**config.mk**
```make
export PLATFORM = sky130hd
export DESIGN_NAME = coord_entry_ctrl
export DESIGN_NICKNAME = d
export VERILOG_FILES = /design/src/rtl/coord_entry_ctrl.sv
export SDC_FILE = /design/constraint.sdc
export NUM_CORES = 1
export LEC_CHECK = 0
export BUFFER_PORTS_ARGS = -buffer_cell sky130_fd_sc_hd__buf_4
export CAP_MARGIN = 30
export CORE_ASPECT_RATIO = 1.5
export CORE_UTILIZATION = 35
export DETAILED_ROUTE_END_ITERATION = 8
export HOLD_SLACK_MARGIN = 0.08
export PLACE_DENSITY = 0.54
export SLEW_MARGIN = 10
export SYNTH_ARGS = -nofsm -noshare
export SYNTH_HDL_FRONTEND = slang
export SYNTH_SLANG_ARGS = --single-unit
```
**constraint.sdc**
```tcl
create_clock -name clk -period 1.54 [get_ports clk]
set_input_delay 0.077 -clock clk [delete_from_list [all_inputs] [get_ports clk]]
set_output_delay 0.077 -clock clk [all_outputs]
set_load 0.02 [all_outputs]
```
**src/rtl/coord_entry_ctrl.sv**
```systemverilog
// Coordinate-entry controller: conditions three active-low buttons, assembles an
// X then Y coordinate bit-serially, and range-checks the pair on confirmation.
module coord_entry_ctrl #(
   parameter int COORD_W         = 4,
   parameter int MAX_X           = 9,
   parameter int MAX_Y           = 9,
   parameter bit LSB_FIRST       = 1'b1,
   parameter int DEBOUNCE_CYCLES = 16,
   parameter int TIMEOUT_CYCLES  = 0
) (
   input  logic                               clk,
   input  logic                               reset,
   input  logic                               btn0_n,
   input  logic                               btn1_n,
   input  logic                               act_n,
   output logic [COORD_W-1:0]                 x_out,
   output logic [COORD_W-1:0]                 y_out,
   output logic [$clog2(COORD_W+1)-1:0]       bit_count,
   output logic                               coord_valid,
   output logic                               coord_error,
   output logic [1:0]                         state
);

   localparam int BCW = $clog2(COORD_W + 1);
   localparam int DCW = $clog2(DEBOUNCE_CYCLES + 1);
   localparam int TCW = (TIMEOUT_CYCLES > 0) ? $clog2(TIMEOUT_CYCLES + 1) : 1;

   localparam logic [DCW-1:0] DEB_LAST   = DCW'(DEBOUNCE_CYCLES - 1);
   localparam logic [TCW-1:0] TMO_LIMIT  = TCW'(TIMEOUT_CYCLES);
   localparam logic [BCW-1:0] BITS_LIMIT = BCW'(COORD_W);

   // A bound at or above the all-ones value can never be exceeded.
   localparam bit X_ALWAYS_OK = (MAX_X >= (2 ** COORD_W) - 1);
   localparam bit Y_ALWAYS_OK = (MAX_Y >= (2 ** COORD_W) - 1);
   localparam logic [COORD_W-1:0] MAX_X_W = X_ALWAYS_OK ? '1 : COORD_W'(MAX_X);
   localparam logic [COORD_W-1:0] MAX_Y_W = Y_ALWAYS_OK ? '1 : COORD_W'(MAX_Y);

   typedef enum logic [1:0] {
      IDLE    = 2'd0,
      X_IN    = 2'd1,
      Y_IN    = 2'd2,
      CONFIRM = 2'd3
   } state_t;

   logic [2:0]     raw_n;
   logic [2:0]     sync1_q, sync1_d;
   logic [2:0]     sync2_q, sync2_d;
   logic [2:0]     deb_q, deb_d;
   logic [2:0]     press_q, press_d;
   logic [DCW-1:0] deb_cnt_q [3];
   logic [DCW-1:0] deb_cnt_d [3];

   state_t         state_q, state_d;
   logic [COORD_W-1:0] x_q, x_d;
   logic [COORD_W-1:0] y_q, y_d;
   logic [BCW-1:0] cnt_q, cnt_d;
   logic           valid_q, valid_d;
   logic           error_q, error_d;
   logic [TCW-1:0] tmo_q, tmo_d;

   logic           bit_press;
   logic           bit_val;
   logic           act_press;
   logic           any_press;
   logic [BCW-1:0] cnt_inc;
   logic           axis_done;
   logic [TCW-1:0] tmo_inc;
   logic           timeout;
   logic           x_ok;
   logic           y_ok;

   assign raw_n = {act_n, btn1_n, btn0_n};

   function automatic logic [COORD_W-1:0] shift_in(input logic [COORD_W-1:0] r,
                                                   input logic b);
      logic [COORD_W-1:0] res;
      if (LSB_FIRST) begin
         res = r >> 1;
         res[COORD_W-1] = b;
      end else begin
         res = r << 1;
         res[0] = b;
      end
      return res;
   endfunction

   // Level changes are accepted only after DEBOUNCE_CYCLES consecutive differing samples.
   always_comb begin
      sync1_d   = raw_n;
      sync2_d   = sync1_q;
      deb_d     = deb_q;
      press_d   = '0;
      deb_cnt_d = '{default: '0};
      for (int i = 0; i < 3; i++) begin
         if (sync2_q[i] != deb_q[i]) begin
            if (deb_cnt_q[i] == DEB_LAST) begin
               deb_d[i] = sync2_q[i];
            end else begin
               deb_cnt_d[i] = deb_cnt_q[i] + DCW'(1);
            end
         end
         press_d[i] = deb_q[i] & ~deb_d[i];
      end
   end

   always_ff @(posedge clk or posedge reset) begin
      if (reset) begin
         sync1_q <= '1;
         sync2_q <= '1;
         deb_q   <= '1;
         press_q <= '0;
         for (int i = 0; i < 3; i++) begin
            deb_cnt_q[i] <= '0;
         end
      end else begin
         sync1_q   <= sync1_d;
         sync2_q   <= sync2_d;
         deb_q     <= deb_d;
         press_q   <= press_d;
         deb_cnt_q <= deb_cnt_d;
      end
   end

   assign bit_press = press_q[0] ^ press_q[1];
   assign bit_val   = press_q[1];
   assign act_press = press_q[2];
   assign any_press = |press_q;
   assign cnt_inc   = cnt_q + BCW'(1);
   assign axis_done = (cnt_inc == BITS_LIMIT);
   assign tmo_inc   = tmo_q + TCW'(1);
   assign x_ok      = (x_q <= MAX_X_W);
   assign y_ok      = (y_q <= MAX_Y_W);

   // Any press event keeps the entry alive, so timeout cannot coincide with an act press.
   assign timeout = (TIMEOUT_CYCLES > 0) && (state_q != IDLE) && !any_press &&
                    (tmo_inc == TMO_LIMIT);

   always_comb begin
      state_d = state_q;
      x_d     = x_q;
      y_d     = y_q;
      cnt_d   = cnt_q;
      valid_d = 1'b0;
      error_d = 1'b0;
      tmo_d   = tmo_inc;

      if ((TIMEOUT_CYCLES == 0) || (state_q == IDLE) || any_press || timeout) begin
         tmo_d = '0;
      end

      case (state_q)
         IDLE: begin
            if (bit_press) begin
               x_d = shift_in('0, bit_val);
               y_d = '0;
               if (BITS_LIMIT == BCW'(1)) begin
                  state_d = Y_IN;
                  cnt_d   = '0;
               end else begin
                  state_d = X_IN;
                  cnt_d   = BCW'(1);
               end
            end
         end
         X_IN: begin
            if (act_press) begin
               state_d = IDLE;
               x_d     = '0;
               y_d     = '0;
               cnt_d   = '0;
            end else if (bit_press) begin
               x_d = shift_in(x_q, bit_val);
               if (axis_done) begin
                  state_d = Y_IN;
                  cnt_d   = '0;
               end else begin
                  cnt_d = cnt_inc;
               end
            end else if (timeout) begin
               state_d = IDLE;
               x_d     = '0;
               y_d     = '0;
               cnt_d   = '0;
               error_d = 1'b1;
            end
         end
         Y_IN: begin
            if (act_press) begin
               state_d = IDLE;
               x_d     = '0;
               y_d     = '0;
               cnt_d   = '0;
            end else if (bit_press) begin
               y_d = shift_in(y_q, bit_val);
               if (axis_done) begin
                  state_d = CONFIRM;
                  cnt_d   = '0;
               end else begin
                  cnt_d = cnt_inc;
               end
            end else if (timeout) begin
               state_d = IDLE;
               x_d     = '0;
               y_d     = '0;
               cnt_d   = '0;
               error_d = 1'b1;
            end
         end
         CONFIRM: begin
            if (act_press) begin
               state_d = IDLE;
               if (x_ok && y_ok) begin
                  valid_d = 1'b1;
               end else begin
                  error_d = 1'b1;
               end
            end else if (timeout) begin
               state_d = IDLE;
               x_d     = '0;
               y_d     = '0;
               cnt_d   = '0;
               error_d = 1'b1;
            end
         end
         default: begin
            state_d = IDLE;
         end
      endcase
   end

   always_ff @(posedge clk or posedge reset) begin
      if (reset) begin
         state_q <= IDLE;
         x_q     <= '0;
         y_q     <= '0;
         cnt_q   <= '0;
         valid_q <= 1'b0;
         error_q <= 1'b0;
         tmo_q   <= '0;
      end else begin
         state_q <= state_d;
         x_q     <= x_d;
         y_q     <= y_d;
         cnt_q   <= cnt_d;
         valid_q <= valid_d;
         error_q <= error_d;
         tmo_q   <= tmo_d;
      end
   end

   assign x_out       = x_q;
   assign y_out       = y_q;
   assign bit_count   = cnt_q;
   assign coord_valid = valid_q;
   assign coord_error = error_q;
   assign state       = state_q;

endmodule

```
## After elaboration in Yosys (flattened, before gate mapping)

Cells that the tools add are included.

- Register bits after elaboration: 42
- Input bits: 5
- Output and inout port bits: 15

- $add $sub $neg: 4
- Order comparisons: 2
- Eq/ne operators: 19
- Multiplexer cells: 41
- Bitwise gates (word level): 8
- Reductions and logical operators: 7

Operator list:

| cell | count |
|---|---|
| 2-to-1 mux 5 bit | 6 |
| 2-to-1 mux 4 bit | 7 |
| one-hot mux 4 bit (3 select lines) | 2 |
| 2-to-1 mux 2 bit | 8 |
| adder 5 x 1 -> 5 bit, second input constant | 3 |
| equality test 5 x 4 -> 1 bit, second input constant | 3 |
| 2-to-1 mux 1 bit | 12 |
| 2-to-1 mux 3 bit | 4 |
| inequality test 3 bit, second input constant | 4 |
| less-or-equal comparator 4 bit, second input constant | 2 |
| inequality test 2 bit, second input constant | 4 |
| one-hot mux 2 bit (4 select lines) | 1 |
| AND reduction 4 bit | 2 |
| one-hot mux 3 bit (2 select lines) | 1 |
| AND reduction 6 bit | 1 |
| equality test 2 bit, second input constant | 2 |
| NOT 1 bit | 4 |
| adder 3 x 1 -> 3 bit, second input constant | 1 |
| AND 1 bit | 3 |
| equality test 3 bit, second input constant | 1 |
| inequality test 1 bit | 3 |
| inequality test 3 x 1 -> 1 bit, second input constant | 1 |
| AND reduction 3 bit | 1 |
| equality test 2 x 1 -> 1 bit, second input constant | 1 |
| other kinds (4) | 4 |

## Logic depth before layout (Yosys ltp)

- Word-level depth: 6
- Gate-level depth with buffers: 6
- Gate-level depth less buffers: 6

## Least setup slack after synthesis

Ideal clock, no wire load.

- Path type: register to register
- Start point: reg state_q[0] (netlist: state[0])
- End point: reg cnt_q[0] (netlist: bit_count[0])
- Setup time: 0.127 ns
- Arrival time: 1.730 ns
- Slack: -0.318 ns
- Stages on the path, launching flop included: 7
- Buffers on the path: 0
- Path through: dfrtp_1 > inv_1 > ha_1 > and2b_2 > o21ai_2 > and2_4 > mux2_1

- Longest elaborated chain between the ends: 4
- Elaborated cells between the ends (all ways): 10
- Classes of those cells: eq/ne: 5; mux: 1; bitwise: 1; reduce/logical: 3

Ends and longest elaborated chain:

| element | line | source |
|---|---|---|
| start: declaration | 53 | `state_t state_q, state_d;` |
| start signal: assignment | 241 | `state_q <= state_d;` |
| equality test 2 bit or equality test 2 x 1 -> 1 bit (tied branches) | 151 | `case (state_q)` |
| OR reduction 2 bit (no line) | - |  |
| inequality test 3 x 1 -> 1 bit (no line) | - |  |
| AND reduction 3 bit (no line) | - |  |
| end signal: assignment | 244 | `cnt_q <= cnt_d;` |
| end: declaration | 56 | `logic [BCW-1:0] cnt_q, cnt_d;` |

Parallel ways exist; a longest one is shown, timed or not.
A chain may end at the register's enable or synchronous reset.

## Final worst setup path

- Start point: reg state_q[1] (netlist: state[1])
- End point: reg cnt_q[0] (netlist: bit_count[0])

Same word-level chain as after synthesis.

==> metrics.md <==
| Metric | Value |
|---|---|
| Critical Path Stages | 6 |
| Clock buffer depth | 2 |
| Worst-Margin Slew | 0.523 ns |
| Critical path data required time | 1.71 ns |
| Clock network latency to the later pin of the worst-skew pair | 0.29 ns |
| Post-Place Worst Slack | -0.0953 ns |
| Worst hold path cell count | 0 |
| DR iter-0 viols | 25 |
| GRT Max-Usage Layer | met2 |
| Initial Util | 0.367 |
| Area grow syn2layout | 31.8% |
| CP Capture Type | flop |
| Leak Pwr | 1.23 nW |
| Worst vdd ir | 0.522 mV |
| Unrepaired setup endpoints after global routing | true |
| Failing checks | negative setup slack |
| Gpl congestion | 0.810 |
| Share of layout cells above drive strength 1 | 0.407 |
| Layout Skew | 0.00212 ns |
| Setup CP Type | flop to flop |
| GR Overflow Total | 0 |
| Hold Path Class | flop to flop |
| Final worst-path cycle share | 1.06 |
| P per Cell Area | 776 nW/um2 |
| Critical path's top delay family | flip-flops |
| Post-synthesis cell area | 1900 um2 |
| Post-route DRC | 0 |
| Critical Path AT | 1.81 ns |
| Synth top area share | 0.436 |
| Post-Syn Nets | 176 |
| GR Util All Layers | 0.138 |
| Die ar. | 5720 um2 |
| FF+latch count, synth | 42 |
| IO Port Bufs | 19 |
| Diode count | 0 |
| Final Instance Area | 2500 um2 |
| Rel. slew slack | 0.651 |
| Max cap viols | 0 |
| Met1 usage | 0.136 |
| Largest area contributor in the netlist | dfrtp_1 |
| Worst setup SP type | flop |
| Antenna violations before repair | 0 |
| Final Util | 0.484 |
| Net count, final | 228 |
| DP Area | 2280 um2 |
| DP HPWL | 2470 um |
| Clock sink count | 42 |
| Clock root buffer | clkbuf_8 |
| Top cells by area, synth | dfrtp_1 (44%), dfstp_2 (12%), ha_1 (6.6%), xor2_1 (4.2%), mux2i_1 (3.7%) |
| Setup Viol. Count Final | 10 |
| TNS Setup | -0.267 ns |
| Status | finished with violations |
| TritonRoute pass-1 iters | 2 |
| CTS clock-pin slew for the worst setup and hold paths | 0.07 ns |
| Chip height | 92.1 um |
| Met3 usage | 0.0296 |
| Yosys warning count | 0 |
| Worst path slowest cell | dfrtp_2 |
| CTS Buf Count | 5 |
| Post-Synthesis Cells | 161 |
| Die X-Extent | 62.1 um |
| Number of flops mapped to enable cells by yosys | 0 |
| Mean Syn Cell Area | 11.8 um2 |
| CTS tree | built |
| Vias/cell | 4.66 |
| Netlist cell types | 33 |
| GRT met2 Usage | 0.251 |
| H-tree depth | 2 |
| Max-slew violation count | 0 |
| Seq/Total Area, Yosys | 0.560 |
| Crit-path max cell delay | 0.43 ns |
| Most used flip-flop cell after synthesis | dfrtp_1 |
| Final Routed Wirelength | 3350 um |
| Fin worst setup slack | -0.0977 ns |
| Worst Path Buf+Inv | 1 |
| Crit-path cells | inv_2 -> ha_4 -> and2b_2 -> o21ai_2 -> and2_4 -> mux2_4 |
| Fin. Hold Viols | 0 |
| Min Hold Slack | 0.357 ns |
| Number of global-route vias before repair | 1389 |
| Rows | 32 |
| Largest net degree at the start of global routing | 43 |
| Final min period | 1.64 ns |
| Core area | 5160 um2 |
| Post-route ant nets | 0 |
| Routed wire length per instance | 11.9 um |
| IO Count | 20 |
| Maximum fanout along the worst path | 4 |
| First-pass GRT wire length | 5820 um |
| DR vias | 1315 |
| R2R cell count | 6 |
| FMAX | 611 MHz |
| Async SR Flop Fraction | 1.00 |
## logic make-up (layout without fill, tap and decap cells)
kind of cell	count (synthesis)	count (layout)	synth area share
AOI/OAI and AO/OA	22	22	0.0753
xor gates and xnor gates	10	10	0.0502
adders and majority gates	10	10	0.0660
buffers and inverters	15	68	0.0297
DFF	42	42	0.560
muxes	14	14	0.0785
and+or+nand+nor	48	48	0.140
## per-layer routing
| metal | share of wire | vias up |
|---|---|---|
| met5 | 0 | - |
| met4 | 0.033 | 0 |
| met3 | 0.027 | 8 |
| met2 | 0.56 | 20 |
| met1 | 0.38 | 641 |
| li1 | - | 646 |
## repair_timing
action / 4_1_cts / 5_1_grt
endpoints found under the setup margin: 11 / 13
gates resized for setup: 5 / 10
buffers inserted: 1 / 4
endpoints found under the hold margin: 36 / 0
pin swaps: 0 / 4
hold buffers: 4 / 0
## sequential cells by signal, summed over array words and instances (netlist names)
register,cells
sync1_q,3
deb_q,3
x_out,4
state,2
sync2_q,3
coord_error,1
bit_count,3
deb_cnt_q,15
coord_valid,1
y_out,4
press_q,3
## path summary, 6_finish.rpt
check | start | endpoint | slack, ns
setup / recovery | state[1] | bit_count[0] | -0.1
hold / removal | sync1_q[0] | sync2_q[0] | 0.36
setup reg to reg | state[1] | bit_count[0] | -0.1
hold reg to reg | sync1_q[0] | sync2_q[0] | 0.36
max in group asynchronous | reset | state[1] | 0.68
min in group asynchronous | reset | deb_cnt_q[10] | 0.47
## worst reg2reg max path: cells and delay by family (launching register included)
kind | cells | cell delay, ns
flip-flops | 1 | 0.43
AND/OR/NAND/NOR | 2 | 0.38
multiplexers | 1 | 0.29
adder cells (fa/ha/maj) | 1 | 0.20
AO/OA/AOI/OAI | 1 | 0.14
buffers and inverters | 1 | 0.09
## placed cells by master (no fill, tap or decap), types with 2 or more instances in the layout
master	n
a21oi_1	2
a21oi_2	2
and2_1	3
and2b_2	2
and3_1	4
and3_4	2
buf_4	39
buf_6	2
clkbuf_8	6
dfrtp_1	31
dfrtp_2	2
dfstp_2	9
dlygate4sd3_1	4
ha_1	6
ha_2	3
inv_1	13
mux2_2	4
mux2_4	3
mux2i_1	7
nand2_1	7
nand3_1	6
nor2_1	15
nor2b_1	2
nor4b_1	3
o21ai_0	7
o21ai_2	2
xor2_1	9
## stage by stage
step                total power [mW]  instances
floorplan                       1.22        161
global placement                1.24        266
detailed placement              1.25        266
CTS                             1.98        279
global route                    2.04        282
finish                          1.94        282
## power by group
group	internal, mW	switching, mW
clock network	0.361	0.344
logic	0.0344	0.0443
registers	1.14	0.0185
## area by class of cell
| type | count | area (um2) |
|---|---|---|
| clock buffer | 7 | 86.3 |
| multi-input combinational | 104 | 843 |
| timing repair buffer | 45 | 355 |
| inverter | 15 | 58.8 |
| tap | 68 | 85.1 |
| fill | 480 | 2670 |
| sequential | 42 | 1060 |
| clock inverter | 1 | 5.00 |
## cell usage after synthesis, types with 2 or more instances
master	n
o21ai_0	7
o21ai_2	2
nand3_1	6
nand2_1	7
nor2_1	15
dfstp_2	9
mux2_1	2
nor2b_1	2
a21oi_1	4
and2_1	3
ha_1	10
inv_1	15
and2b_2	2
dfrtp_1	33
xor2_1	9
mux2_2	5
nor4b_1	3
and3_1	6
mux2i_1	7
(Power assumes the default switching activity.)
